$ cat config.mk
export PLATFORM = sky130hd
export DESIGN_NAME = pc_redirect_ctrl
export DESIGN_NICKNAME = d
export VERILOG_FILES = /design/src/rtl/pc_redirect_ctrl.sv
export SDC_FILE = /design/constraint.sdc
export NUM_CORES = 1
export LEC_CHECK = 0
export CAP_MARGIN = 20
export CORE_MARGIN = 2
export CORE_UTILIZATION = 40
export DETAILED_ROUTE_END_ITERATION = 6
export GPL_ROUTABILITY_DRIVEN = 0
export MAX_ROUTING_LAYER = met4
export PLACE_DENSITY = 0.81
export SLEW_MARGIN = 25
export SYNTH_ARGS = -nofsm -noshare
export SYNTH_HDL_FRONTEND = slang
export SYNTH_SLANG_ARGS = --single-unit
$ cat constraint.sdc
create_clock -name clk -period 5.7 [get_ports clk]
set_input_delay 1.425 -clock clk [delete_from_list [all_inputs] [get_ports clk]]
set_output_delay 1.425 -clock clk [all_outputs]
set_load 0.01 [all_outputs]
$ cat src/rtl/pc_redirect_ctrl.sv
// Purpose: arbitrates MEM/EX/ID next-PC redirects by pipeline age and drives pc select, target and flushes.
// Latency: zero-cycle combinational pass-through when fetch is ready; otherwise held and re-presented registered.
// Backpressure: while if_ready is low the winner is latched; only strictly older requests may replace it.
module pc_redirect_ctrl #(
  parameter logic [31:0] RESET_PC   = 32'hBFC0_0000,
  parameter logic [31:0] EXC_VECTOR = 32'hBFC0_0380
) (
  input  logic        clk,
  input  logic        resetn,
  input  logic        mem_req,
  input  logic [1:0]  mem_kind,
  input  logic [31:0] mem_epc,
  input  logic [31:0] mem_pc,
  input  logic        ex_req,
  input  logic        ex_is_jr,
  input  logic [31:0] ex_target,
  input  logic        id_req,
  input  logic [31:0] id_target,
  input  logic        if_ready,
  output logic [2:0]  pc_sel,
  output logic        redirect_valid,
  output logic [31:0] redirect_pc,
  output logic        flush_if,
  output logic        flush_id,
  output logic        flush_ex,
  output logic        busy
);

  localparam logic [2:0] SEL_PC4     = 3'b000;
  localparam logic [2:0] SEL_JUMP    = 3'b001;
  localparam logic [2:0] SEL_EPC     = 3'b010;
  localparam logic [2:0] SEL_EXC     = 3'b011;
  localparam logic [2:0] SEL_BRANCH  = 3'b100;
  localparam logic [2:0] SEL_JR      = 3'b101;
  localparam logic [2:0] SEL_REFETCH = 3'b110;
  localparam logic [2:0] SEL_RESET   = 3'b111;

  // Age rank: higher value means older stage (MEM=3, EX=2, ID=1, none=0).
  localparam logic [1:0] RANK_NONE = 2'd0;
  localparam logic [1:0] RANK_ID   = 2'd1;
  localparam logic [1:0] RANK_EX   = 2'd2;
  localparam logic [1:0] RANK_MEM  = 2'd3;

  typedef enum logic [1:0] {
    BOOT = 2'd0,
    IDLE = 2'd1,
    PEND = 2'd2
  } state_t;

  state_t      state;
  state_t      stateNext;

  logic        winVld;
  logic [1:0]  winRank;
  logic [2:0]  winSel;
  logic [31:0] winPc;

  logic [2:0]  pendSel;
  logic [31:0] pendPc;
  logic [1:0]  pendRank;

  logic        overwrite;
  logic        loadPend;

  // Pick the oldest valid request and resolve its select code and target.
  always_comb begin
    winVld  = 1'b0;
    winRank = RANK_NONE;
    winSel  = SEL_PC4;
    winPc   = 32'h0;
    if (mem_req && (mem_kind != 2'b00)) begin
      winVld  = 1'b1;
      winRank = RANK_MEM;
      case (mem_kind)
        2'b01: begin
          winSel = SEL_EPC;
          winPc  = mem_epc;
        end
        2'b10: begin
          winSel = SEL_EXC;
          winPc  = EXC_VECTOR;
        end
        default: begin
          winSel = SEL_REFETCH;
          winPc  = mem_pc;
        end
      endcase
    end else if (ex_req) begin
      winVld  = 1'b1;
      winRank = RANK_EX;
      winSel  = ex_is_jr ? SEL_JR : SEL_BRANCH;
      winPc   = ex_target;
    end else if (id_req) begin
      winVld  = 1'b1;
      winRank = RANK_ID;
      winSel  = SEL_JUMP;
      winPc   = id_target;
    end
  end

  // Recover the age rank of the held redirect from its select code.
  always_comb begin
    case (pendSel)
      SEL_EPC, SEL_EXC, SEL_REFETCH: pendRank = RANK_MEM;
      SEL_BRANCH, SEL_JR:            pendRank = RANK_EX;
      SEL_JUMP:                      pendRank = RANK_ID;
      default:                       pendRank = RANK_NONE;
    endcase
  end

  // Only a strictly older request may displace a held one; younger ones die with its flush.
  assign overwrite = (state == PEND) && winVld && (winRank > pendRank);
  assign loadPend  = ((state == IDLE) && winVld && !if_ready) || overwrite;

  // State register.
  always_ff @(posedge clk or negedge resetn) begin
    if (!resetn) begin
      state <= BOOT;
    end else begin
      state <= stateNext;
    end
  end

  // Next-state logic.
  always_comb begin
    stateNext = state;
    case (state)
      BOOT:    if (if_ready) stateNext = IDLE;
      IDLE:    if (winVld && !if_ready) stateNext = PEND;
      PEND:    if (if_ready) stateNext = IDLE;
      default: stateNext = BOOT;
    endcase
  end

  // Held redirect: loaded on first stall or on an older overwrite, cleared once delivered.
  always_ff @(posedge clk or negedge resetn) begin
    if (!resetn) begin
      pendSel <= SEL_PC4;
      pendPc  <= 32'h0;
    end else if (stateNext != PEND) begin
      pendSel <= SEL_PC4;
      pendPc  <= 32'h0;
    end else if (loadPend) begin
      pendSel <= winSel;
      pendPc  <= winPc;
    end
  end

  // Output decode; flushes fire only in the cycle a request is accepted.
  always_comb begin
    pc_sel         = SEL_PC4;
    redirect_valid = 1'b0;
    redirect_pc    = 32'h0;
    flush_if       = 1'b0;
    flush_id       = 1'b0;
    flush_ex       = 1'b0;
    busy           = 1'b0;
    if (resetn) begin
      case (state)
        BOOT: begin
          pc_sel         = SEL_RESET;
          redirect_valid = 1'b1;
          redirect_pc    = RESET_PC;
        end
        IDLE: begin
          if (winVld) begin
            pc_sel         = winSel;
            redirect_valid = 1'b1;
            redirect_pc    = winPc;
            flush_if       = 1'b1;
            flush_id       = (winRank >= RANK_EX);
            flush_ex       = (winRank == RANK_MEM);
            busy           = !if_ready;
          end
        end
        PEND: begin
          redirect_valid = 1'b1;
          busy           = 1'b1;
          if (overwrite) begin
            pc_sel      = winSel;
            redirect_pc = winPc;
            flush_if    = 1'b1;
            flush_id    = (winRank >= RANK_EX);
            flush_ex    = (winRank == RANK_MEM);
          end else begin
            pc_sel      = pendSel;
            redirect_pc = pendPc;
          end
        end
        default: begin
          pc_sel = SEL_PC4;
        end
      endcase
    end
  end

endmodule

* Word-level counts from Yosys, hierarchy flattened
Index checks and enable logic that the tools add are counted.
** Cells by class
- Order comparisons :: 2
- Equality and inequality tests :: 12
- Mux-type cells :: 48
- Reduce and logical (&&, ||, !) cells :: 14
** Operators with widths (count)
- 32-bit 2-to-1 mux :: 8
- 32-bit one-hot mux with 3 select lines :: 1
- 32-bit one-hot mux with 2 select lines :: 1
- 3-bit 2-to-1 mux :: 7
- 1-bit 2-to-1 mux :: 18
- 1-bit one-hot mux with 2 select lines :: 5
- 3-bit equality test, second input constant :: 3
- 3-bit one-hot mux with 3 select lines :: 1
- 2-bit 2-to-1 mux :: 4
- 2-bit equality test, second input constant :: 3
- 3-bit by 2-bit equality test with 1-bit output, second input constant :: 2
- 1-bit logical AND :: 6
- 2-bit one-hot mux with 3 select lines :: 1
- 3-bit one-hot mux with 2 select lines :: 1
- 2-bit by 1-bit equality test with 1-bit output, second input constant :: 2
- 2-bit one-hot mux with 2 select lines :: 1
- 2-bit nonzero test :: 2
- 2-bit OR reduction :: 2
- 3-bit by 1-bit equality test with 1-bit output, second input constant :: 1
- 3-bit OR reduction :: 1
- 2-bit greater-or-equal comparator, second input constant :: 1
- 2-bit greater-than comparator :: 1
- 2-bit zero test :: 1
- 2-bit inequality test, second input constant :: 1
- 2 further kinds :: 2
** Word-level totals
- Register bits after elaboration :: 37
- Input port bits :: 137
- Output and inout bits :: 40
- Word-level logic and storage cells :: 79

* Longest topological paths before layout
- Word-level depth :: 8
- Gate-level depth with buffers :: 14
- Depth with buffers taken out :: 10

* Worst setup path after synthesis
Ideal clock, no wire load.
- Path kind :: input-to-output
- Start point :: input mem_kind[0]
- End point :: output pc_sel[1]
- Arrival time :: 3.567 ns
- Required time :: 4.275 ns
- Setup slack :: 0.708 ns
- Cell stages on the path :: 14
- Path buffers :: 4
- Cells stage by stage :: inv_1 ha_1 nor2b_4 buf_6 clkbuf_1 nor2_1 ha_1 nand2_1 o211ai_2 o21a_1 buf_4 buf_6 a221oi_2 nor2_1
** Between the ends
- Cells in the longest elaborated chain, start to end :: 8
- Elaborated cells on any way between the ends :: 12
- Classes of those cells :: order compare: 1; mux: 7; reduce/logical: 4
** Ends and longest elaborated chain
- from (decl) :: line 11 : input logic [1:0] mem_kind,
- 2-bit nonzero test * :: line 71 : if (mem_req && (mem_kind != 2'b00)) begin
- 1-bit logical AND * :: line 71
- 2-bit 2-to-1 mux or 1-bit 2-to-1 mux (tied branches) :: line 71
- 2-bit greater-than comparator or 1-bit logical AND (tied branches) :: line 112 : assign overwrite = (state == PEND) && winVld && (winRank > pendRank);
- 1-bit logical AND :: line 112
- 3-bit 2-to-1 mux :: line 179 : if (overwrite) begin
- 3-bit one-hot mux with 3 select lines * :: line 159 : case (state)
- 3-bit 2-to-1 mux * :: line 158 : if (resetn) begin
- to (decl) :: line 20 : output logic [2:0] pc_sel,
Mark *: on every way between the ends. The rest lies on a longest branch, timed or not.

* Final worst setup path
- Start point :: input mem_req
- End point :: output flush_id
** Between the ends
- Cells in the longest elaborated chain, start to end :: 7
- Elaborated cells on any way between the ends :: 11
- Classes of those cells :: order compare: 2; mux: 6; reduce/logical: 3
** Ends and longest elaborated chain
- from (decl) :: line 10 : input logic mem_req,
- 1-bit logical AND * :: line 71
- 2-bit 2-to-1 mux or 1-bit 2-to-1 mux (tied branches) :: line 71
- 2-bit greater-than comparator or 1-bit logical AND (tied branches) :: line 112
- 1-bit logical AND :: line 112
- 1-bit 2-to-1 mux :: line 179
- 1-bit one-hot mux with 2 select lines * :: line 159
- 1-bit 2-to-1 mux * :: line 158
- to (decl) :: line 24 : output logic flush_id,
Marked as above.

==> qor.txt <==
syn nets: 534
Total Routing Usage GR: 0.2624
DR WL/cell: 18.29 um
layout cells sized above 1: 0.1593
CTS Buf Count: 5
Critical Path AT: 4030 ps
synthesis-stage register bit count: 37
vias: 3839
vias in the first global route: 3766
status: finished clean
post-route insts no fill: 670
largest net degree at the start of global routing: 36
Iteration-0 DRC Markers: 169
area of the multi-input gates: 2201 um^2
Post-synth top flop: dfrtp_1
row cnt: 33
gr busiest metal: met2
most common cell after layout, fill and taps aside: clkdlybuf4s50_1
Post-Synthesis Cells: 388
Antenna Cells: 0
Max Slew Vio Count: 0
I/O Buffers: 176
startpoint types: primary input
Vias/cell: 5.730
clk slew on worst S/H paths: 70 ps
dpl cells: 652
Die Height: 95.54 um
Top Ports: 177
RSZ-0062 raised after global routing: no
critical path peak fanout: 3
first-pass GRT wire length: 18270 um
die width: 95.54 um
post-synth cell types: 35
Max VDD drop: 0.0001400 V
final wirelength: 12260 um
Rel. slew slack: 0.4243
CP Capture Type: output port
ys async rst share: 1.000
worst skew pair latency: 290 ps
grt ovf: 0
met2 Usage GRT: 0.4662
root buf cell: clkbuf_8
syn avg cell area: 8.639 um^2
register area share after synthesis: 0.2762
number of max-cap violations: 0
min Tclk post-route: 5454 ps
Longest Clk Path Bufs: 2
M1 GR Usage: 0.3089
Post-DP HPWL: 8975 um
Hold Path Stages: 2
type of the worst min-delay path: flip-flop to flip-flop
fillers: 688
Power Density: 283.2 nW/um^2
Synth Warn #: 0
FF-to-FF setup slack: 2940 ps
area grow syn2layout: 62.41%
CTS Sinks: 37
maximum clock frequency: 183.4 MHz
Setup violations, final: 0
Post-synth EDFFs: 0
GR Util met3: 0.04111
Nets: 711
final number of hold-violating endpoints: 0
commonest cells after routing, fill and taps aside: clkdlybuf4s50_1, nor2_1, a221oi_1, dfrtp_1, mux2i_1
antenna-violating nets left: 0
pin slew with the least headroom to its limit: 863.5 ps
post-synthesis cell area: 3352 um^2
Critical Path RT: 4280 ps
antenna violations before repair: 0
Register Area: 925.9 um^2
Reg2Reg Depth: 11
CTS tree: yes
critical path class: primary input to output port
initial core utilization: 0.4100
die area: 9128 um^2
Final Skew: 9.116 ps
total negative slack: 0 ps
depth of the CTS H-tree: 2
core area: 8175 um^2
# DRC: 0
First-pass DRT Iterations: 4
Tcrit/Tclk final: 0.9568
Leakage Power: 2.278 nW
cell usage after synthesis, types with 8 or more instances:
| master | number | share of area |
|---|---|---|
| buf_2 | 14 | 0.021 |
| o22ai_1 | 12 | 0.022 |
| mux2i_1 | 35 | 0.10 |
| a22oi_1 | 23 | 0.052 |
| and2_1 | 15 | 0.028 |
| nor2_1 | 93 | 0.10 |
| a21oi_1 | 20 | 0.030 |
| clkbuf_1 | 13 | 0.015 |
| a221oi_2 | 15 | 0.067 |
| dfrtp_1 | 37 | 0.28 |
| inv_1 | 8 | 0.0090 |
| a221oi_1 | 48 | 0.13 |
| ha_1 | 9 | 0.034 |
cell families (layout without fill, tap and decap cells):
kind of cell | after synthesis | count (layout) | synth area share
multiplexers | 35 | 35 | 0.1045
buffers and inverters | 51 | 228 | 0.09183
AO/OA/AOI/OAI | 131 | 131 | 0.3296
adder cells (fa/ha/maj) | 9 | 9 | 0.03360
flip-flops | 37 | 37 | 0.2762
AND/OR/NAND/NOR | 125 | 125 | 0.1642
state kept, by name (all words and copies together), names as in the netlist:
| register | cells |
|---|---|
| state | 2 |
| pendPc | 32 |
| pendSel | 3 |
area by class of cell:
cell class                      instances  share of cell area
Multi-Input combinational cell        300              0.4043
Sequential cell                        37              0.1701
Timing Repair Buffer                  213              0.3801
Clock buffer                            7             0.01586
Tap cell                              105             0.02413
Inverter                                8            0.005516
power breakdown:
part | switching, mW | internal [mW] | total, mW
Clock | 0.0902 | 0.0960 | 0.186
Sequential | 0.0208 | 0.288 | 0.309
Combinational | 0.534 | 0.513 | 1.05
through the flow:
step | hold WS (ps) | power [mW] | util | instance area (um^2) | setup slack [ps]
after floorplan | 486.2 | 0.8800 | - | 3352 | 707.6
after global placement | 502.6 | 1.251 | 0.6380 | 5216 | -117.1
after detailed placement | 512.4 | 1.270 | 0.6384 | 5219 | -197.4
after CTS | 528.9 | 1.428 | 0.6466 | 5286 | -68.57
after global routing | 559.6 | 1.633 | 0.6659 | 5444 | 165.9
final | 527.0 | 1.542 | 0.6659 | 5444 | 246.3
metal layers:
layer | wire [um] | vias up
li1 | - | 1821
met1 | 4876 | 1859
met2 | 6411 | 137
met3 | 801 | 22
met4 | 165 | 0
met5 | 0 | -
critical path: stages:
cell and delay, ps:
clkdlybuf4s50_1 470, or2b_2 310, or2b_1 190, ha_1 250
nand2_1 90, o211ai_2 110, buf_6 150, buf_4 150
a21oi_1 180, and2_1 150, clkdlybuf4s50_1 550
what timing repair did:
action / 4_1_cts / 5_1_grt
cloned: 0 / 2
setup buffers: 2 / 7
pin swaps: 0 / 4
setup endpoints to repair: 36 / 23
gates resized for setup: 39 / 48
hold buffers: 0 / 0
final timing paths:
check,from,end
hold reg to reg,pendPc[19],pendPc[19]
setup reg to reg,pendSel[2],pendPc[5]
min in group asynchronous,resetn,state[0]
max in group asynchronous,resetn,pendPc[2]
hold / removal,pendPc[19],pendPc[19]
setup / recovery,mem_req,flush_id
No activity file was read; power rests on OpenSTA's default activity.
